$ cat config.mk
export PLATFORM = sky130hd
export DESIGN_NAME = transfer_sequencer
export DESIGN_NICKNAME = d
export VERILOG_FILES = /design/src/rtl/transfer_sequencer.sv
export SDC_FILE = /design/constraint.sdc
export NUM_CORES = 1
export LEC_CHECK = 0
export ABC_AREA = 1
export BUFFER_PORTS_ARGS = -buffer_cell sky130_fd_sc_hd__buf_4
export CAP_MARGIN = 0
export CORE_MARGIN = 2
export CORE_UTILIZATION = 49
export DETAILED_ROUTE_END_ITERATION = 12
export PLACE_DENSITY = 0.8
export SLEW_MARGIN = 20
export SYNTH_ARGS = -nofsm -noshare
export SYNTH_HDL_FRONTEND = slang
export SYNTH_SLANG_ARGS = --single-unit
$ cat constraint.sdc
create_clock -name clk -period 2.55 [get_ports clk]
set_clock_uncertainty 0.2 [all_clocks]
set_input_delay 0.51 -clock clk [delete_from_list [all_inputs] [get_ports clk]]
set_output_delay 0.51 -clock clk [all_outputs]
set_load 0.1 [all_outputs]
$ cat src/rtl/transfer_sequencer.sv
`default_nettype none
// ============================================================================
// Module   : transfer_sequencer
// Purpose  : Buffers register/immediate move requests in a 2-entry FIFO and
//            drives them one at a time onto the S-bus with a one-hot SRx
//            load select for the downstream holding circuits.
// Revision : 1.0 - initial release
// ============================================================================
module transfer_sequencer #(
  parameter int NREG  = 8,
  parameter int WIDTH = 16,
  parameter int IDXW  = $clog2(NREG)
) (
  input  logic             clk,
  input  logic             rst,
  input  logic             req_valid,
  output logic             req_ready,
  input  logic             req_imm,
  input  logic [IDXW-1:0]  req_src,
  input  logic [IDXW-1:0]  req_dst,
  input  logic [WIDTH-1:0] req_data,
  output logic [IDXW-1:0]  rd_sel,
  input  logic [WIDTH-1:0] rd_data,
  output logic [WIDTH-1:0] sbus,
  output logic [NREG-1:0]  sr_sel,
  output logic             done,
  output logic             busy
);

  typedef enum logic [1:0] {
    ST_IDLE  = 2'd0,
    ST_FETCH = 2'd1,
    ST_DRIVE = 2'd2
  } state_t;

  // --------------------------------------------------------------------------
  // Request FIFO (two entries, pointer based)
  // --------------------------------------------------------------------------
  logic             fifo_imm  [2];
  logic [IDXW-1:0]  fifo_src  [2];
  logic [IDXW-1:0]  fifo_dst  [2];
  logic [WIDTH-1:0] fifo_data [2];

  logic       wr_ptr_q;
  logic       rd_ptr_q;
  logic [1:0] count_q;

  logic push;
  logic pop;

  logic             head_imm;
  logic [IDXW-1:0]  head_src;
  logic [IDXW-1:0]  head_dst;
  logic [WIDTH-1:0] head_data;
  logic             fifo_empty;

  // Ready depends only on the registered count, never on the pop decision.
  assign req_ready  = ~rst & (count_q < 2'd2);
  assign push       = req_valid & req_ready;
  assign fifo_empty = (count_q == 2'd0);

  assign head_imm  = fifo_imm[rd_ptr_q];
  assign head_src  = fifo_src[rd_ptr_q];
  assign head_dst  = fifo_dst[rd_ptr_q];
  assign head_data = fifo_data[rd_ptr_q];

  // FIFO storage: written on accept, no reset needed since count gates reads.
  always_ff @(posedge clk) begin
    if (push) begin
      fifo_imm[wr_ptr_q]  <= req_imm;
      fifo_src[wr_ptr_q]  <= req_src;
      fifo_dst[wr_ptr_q]  <= req_dst;
      fifo_data[wr_ptr_q] <= req_data;
    end
  end

  // FIFO pointers and occupancy count.
  always_ff @(posedge clk) begin
    if (rst) begin
      wr_ptr_q <= 1'b0;
      rd_ptr_q <= 1'b0;
      count_q  <= 2'd0;
    end else begin
      if (push) wr_ptr_q <= ~wr_ptr_q;
      if (pop)  rd_ptr_q <= ~rd_ptr_q;
      case ({push, pop})
        2'b10:   count_q <= count_q + 2'd1;
        2'b01:   count_q <= count_q - 2'd1;
        default: count_q <= count_q;
      endcase
    end
  end

  // --------------------------------------------------------------------------
  // Sequencing FSM
  // --------------------------------------------------------------------------
  state_t state_q;
  state_t state_d;

  logic [WIDTH-1:0] hold_q;
  logic [IDXW-1:0]  dst_q;
  logic [IDXW-1:0]  rd_sel_q;

  // State register.
  always_ff @(posedge clk) begin
    if (rst) state_q <= ST_IDLE;
    else     state_q <= state_d;
  end

  // Next-state and pop decision; IDLE and DRIVE both start the next queued op.
  always_comb begin
    state_d = state_q;
    pop     = 1'b0;
    case (state_q)
      ST_IDLE, ST_DRIVE: begin
        if (!fifo_empty) begin
          pop     = 1'b1;
          state_d = head_imm ? ST_DRIVE : ST_FETCH;
        end else begin
          state_d = ST_IDLE;
        end
      end
      ST_FETCH: state_d = ST_DRIVE;
      default:  state_d = ST_IDLE;
    endcase
  end

  // Current-op datapath: hold value, destination and read-mux select.
  always_ff @(posedge clk) begin
    if (rst) begin
      hold_q   <= '0;
      dst_q    <= '0;
      rd_sel_q <= '0;
    end else begin
      if (pop) begin
        dst_q <= head_dst;
        if (head_imm) hold_q   <= head_data;
        else          rd_sel_q <= head_src;
      end else if (state_q == ST_FETCH) begin
        hold_q <= rd_data;
      end
    end
  end

  // --------------------------------------------------------------------------
  // Outputs: all derived from registers, none from the request port.
  // --------------------------------------------------------------------------
  assign rd_sel = rd_sel_q;
  assign sbus   = hold_q;
  assign done   = (state_q == ST_DRIVE);
  assign busy   = ~fifo_empty | (state_q != ST_IDLE);

  // One-hot decode; destinations at or above NREG select nothing.
  generate
    for (genvar i = 0; i < NREG; i++) begin : g_sr_sel
      assign sr_sel[i] = (state_q == ST_DRIVE) && (dst_q == IDXW'(i));
    end
  endgenerate

endmodule
`default_nettype wire

## Word-level counts from Yosys, hierarchy flattened

Memory sizes are Yosys's and may differ from the RTL's. A register that Yosys moved wholly into a read port is not among the register bits.
Index checks and enable logic that the tools add are counted.
W data, S select, Z words.

- Word-level logic and storage cells: 64
- Memory bits (writable): 46
- Bits in registers: 22
- Output and inout port bits: 30
- Input bits: 42
- Bits in read-only memories: 0
- Memories kept: 4
- Bits in latches: 0

- Reductions and logical operators: 17
- $add $sub $neg: 2
- Multiply operators: 0
- Mux-type cells: 15
- Order comparisons: 1
- Shifts and indexed selects: 0
- Divide/modulo/power cells: 0
- Equal/unequal tests: 12
- Bitwise operators: 8

Memory list:

| memory | words | bits a word | read ports | clocked after memory_dff | write ports | RTL line | source |
|---|---|---|---|---|---|---|---|
| fifo_data | 2 | 16 | 1 | 1 | 1 | 42 | `logic [WIDTH-1:0] fifo_data [2];` |
| fifo_dst | 2 | 3 | 1 | 1 | 1 | 41 | `logic [IDXW-1:0] fifo_dst [2];` |
| fifo_src | 2 | 3 | 1 | 1 | 1 | 40 | `logic [IDXW-1:0] fifo_src [2];` |
| fifo_imm | 2 | 1 | 1 | 1 | 1 | 39 | `logic fifo_imm [2];` |

Operator list:

| operator | number |
|---|---|
| $mux W16 | 3 |
| $eq A3 B3 Y1 const B | 4 |
| $logic_and A1 B1 Y1 | 8 |
| $mux W1 | 8 |
| $pmux W2 S2 | 2 |
| $eq A3 B2 Y1 const B | 2 |
| $reduce_bool A2 Y1 | 3 |
| $not A1 Y1 | 5 |
| $eq A2 B1 Y1 const B | 2 |
| $eq A2 B2 Y1 const B | 2 |
| $logic_not A2 Y1 | 2 |
| $mux W2 | 2 |
| $reduce_and A2 Y1 | 2 |
| $eq A3 B1 Y1 const B | 1 |
| $logic_not A3 Y1 | 1 |
| $add A2 B1 Y2 const B | 1 |
| $and A1 B1 Y1 | 2 |
| $lt A2 B2 Y1 const B | 1 |
| $ne A2 B1 Y1 const B | 1 |
| $reduce_or A2 Y1 | 1 |
| $sub A2 B1 Y2 const B | 1 |
| $or A1 B1 Y1 | 1 |

## Logic depth before layout (Yosys ltp)

- Depth after elaboration: 5
- Depth in mapped cells: 9

## Worst setup path after synthesis

No wires, ideal clock.

- Path type: register -> output
- Start point: register state_q[1]
- End point: output port sr_sel[0]
- Cell stages (with the launch flop): 5
- Arrival: 3359 ps
- Required time: 1840 ps
- Path slack: -1519 ps
- Path buffers: 0
- Cells stage by stage: dfxtp_1 -> inv_1 -> nor2_1 -> nand2_1 -> nor2_1

- Longest elaborated chain between the ends: 2

Ends and longest elaborated chain:

| what | RTL line | source |
|---|---|---|
| start, declared | 97 | `state_t state_q;` |
| start signal, assigned | 107 | `else state_q <= state_d;` |
| $eq A2 B2 Y1 | - |  |
| net done | 26 | `output logic done,` |
| $logic_and A1 B1 Y1 | 156 | `assign sr_sel[i] = (state_q == ST_DRIVE) && (dst_q == IDXW'(i));` |
| end, declared | 25 | `output logic [NREG-1:0] sr_sel,` |

The timed path passes the listed nets, and every way through them passes these cells.

## Final worst setup path

- Start point: register state_q[1]
- End point: output port sr_sel[3]

- Longest elaborated chain between the ends: 2

Ends and longest elaborated chain:

| what | RTL line |
|---|---|
| $eq A2 B2 Y1 | 156 |
| $logic_and A1 B1 Y1 | 156 |

Every way passes these cells.

==> results.md <==
* Dpl cell area at 3830 µm²
* DR pass1 iterations at 4
* Synth top area share at 43.4%
* Antenna violations before repair at 0
* Crit Path Max Fanout at 4
* CTS Root Cell: clkbuf_8
* Syn Inst Count at 353
* Cts hold-fix bufs at 0
* Starting density of the core at 50.4%
* Top area cells in the synthesized netlist: edfxtp_1, dfxtp_1, nand2_1, nor2_1, inv_1
* Most frequent cells in the layout: nand2_1, buf_4, edfxtp_1, nor2_1, dfxtp_1
* Worst Hold Class: in -> reg
* Clock latency on the worst-skew pair at 340 ps
* Die Area at 7150 µm²
* Vias per cell at 4.80
* Proportion of layout cells with a drive suffix above 1 at 26.1%
* Worst hold slack at 145 ps
* Commonest non-fill, non-tap cell in the layout: nand2_1
* Dpl hpwl at 4.68 mm
* WP data arrival at 1590 ps
* Core area at 6310 µm²
* CTS sink count at 75
* I/O pin count at 72
* Die width at 84.6 µm
* Mapped Area at 3180 µm²
* Met2 wire len at 3.29 mm
* Status: finished clean
* Top layer in use: met4
* CTS clk-pin slew, worst paths at 80 ps
* Fillers at 522
* Area grow syn2layout at 27.2%
* Yosys reg bits at 75
* Routed wl met3 at 415 µm
* Slew margin rel. at 39.6%
* Actual slew at the worst max-slew pin at 907 ps
* Synth warn at 0
* Pre-CTS WS at 587 ps
* Synth unique cells at 23
* GP Congestion at 0.792
* GRT Overall Usage at 19.4%
* DRT met1 WL at 2.82 mm
* Die Height at 84.6 µm
* Routed len/inst at 12.9 µm
* Final Cell Area at 4040 µm²
* Post-CTS sizing at 0
* Max-cap viol count at 0
* RSZ-0062 raised after global routing: false
* DRT antenna net count at 0
* # diodes at 0
* Grt ovf at 0
* Initial DRC Count at 132
* Drt total wl at 6.60 mm
* Clock Tree Buf Depth at 2
* Sequential area share after synthesis at 61.7%
* WS Path Type: reg -> out
* Vias in the first global route at 2354
* Fmax at 434 MHz
* Largest net degree at the start of global routing at 27
* Setup violations, final at 0
* Final hold vios at 0
* Worst Path Required at 1840 ps
* CTS HTree Levels at 3
* Final min period at 2300 ps
* Row count at 29
* First-pass GRT wire length at 10.8 mm
* Setup slack after layout at 245 ps
* Syn nets at 396
* Final nets at 471
* Critical Path Start Type: register
* Total clock buffers created by CTS at 9
* Core Util, Final at 64.1%
* Leading area contributor after synthesis: edfxtp_1
* Vias at 2450
* CP endpoint kind: output port
* CTS tree: done
* IO Port Bufs at 71
* Post-CTS setup buffer count at 0
* DRC errors left at 0
* Fin. max-slew vios at 0
* Fin crit share at 90.4%
* Synthesized area per cell at 9.01 µm²
==> critical path, stage by stage, from the launching register on <==
cell	delay [ps]
dfxtp_1	370
inv_1	90
nor2_4	100
nand2_1	230
nor2_4	150
buf_4	300
==> per-stage QoR <==
step	instances	TNS, ps
after floorplan	353	-387
after global placement	494	0
after detailed placement	494	0
after CTS	510	0
after global routing	510	0
final	510	0
==> per-layer routing <==
metal | track usage (%) | up-vias
met4 | 7.50 | 0
met5 | 0 | -
met2 | 31.2 | 80
met1 | 24.7 | 1101
met3 | 6.19 | 6
li1 | - | 1263
==> synthesized netlist by cell type, drive strengths merged <==
master  number
nor3         1
dfxtp       29
nor2        59
a21oi        8
inv         27
nand3       17
o21ai        9
ha           1
edfxtp      46
clkinv       1
nand2      143
xor2         1
buf         11
==> path summary, 6_finish.rpt <==
check                                  start  depth (start not counted)  slack, ps          endpoint
worst max-delay path              state_q[1]                          5        250         sr_sel[3]
worst max register to register    count_q[1]                          4        630         rd_sel[1]
worst min-delay path            req_data[12]                          1        140  fifo_data[1][12]
worst min register to register      dst_q[2]                          2        300          dst_q[2]
==> state kept, by name, summed over array words and instances, names as in the netlist, named ones only <==
| signal | cells |
|---|---|
| fifo_src | 6 |
| fifo_imm | 2 |
| wr_ptr_q | 1 |
| state_q | 2 |
| fifo_dst | 6 |
| dst_q | 3 |
| rd_ptr_q | 1 |
| sbus | 16 |
| count_q | 2 |
| fifo_data | 32 |
| rd_sel | 3 |
==> cell families after synthesis <==
logic type	share of synthesized area [%]
AND/OR/NAND/NOR	28.2
flip-flops	61.7
buffers and inverters	6.26
AO/OA/AOI/OAI	3.15
XOR/XNOR	0.276
adder cells (fa/ha/maj)	0.393
==> area by class of cell <==
class	instances	area [µm²]	share of cell area (%)
Clock buffer	9	124	3.06
Timing Repair Buffer	75	563	13.9
Tap cell	77	96.3	2.38
Clock inverter	7	92.6	2.29
Inverter	28	108	2.66
Multi-Input combinational cell	239	1100	27.2
Sequential cell	75	1960	48.5
Power is not shown: default switching activity piles up to over one toggle a cycle in this logic, so the estimate is an artifact.
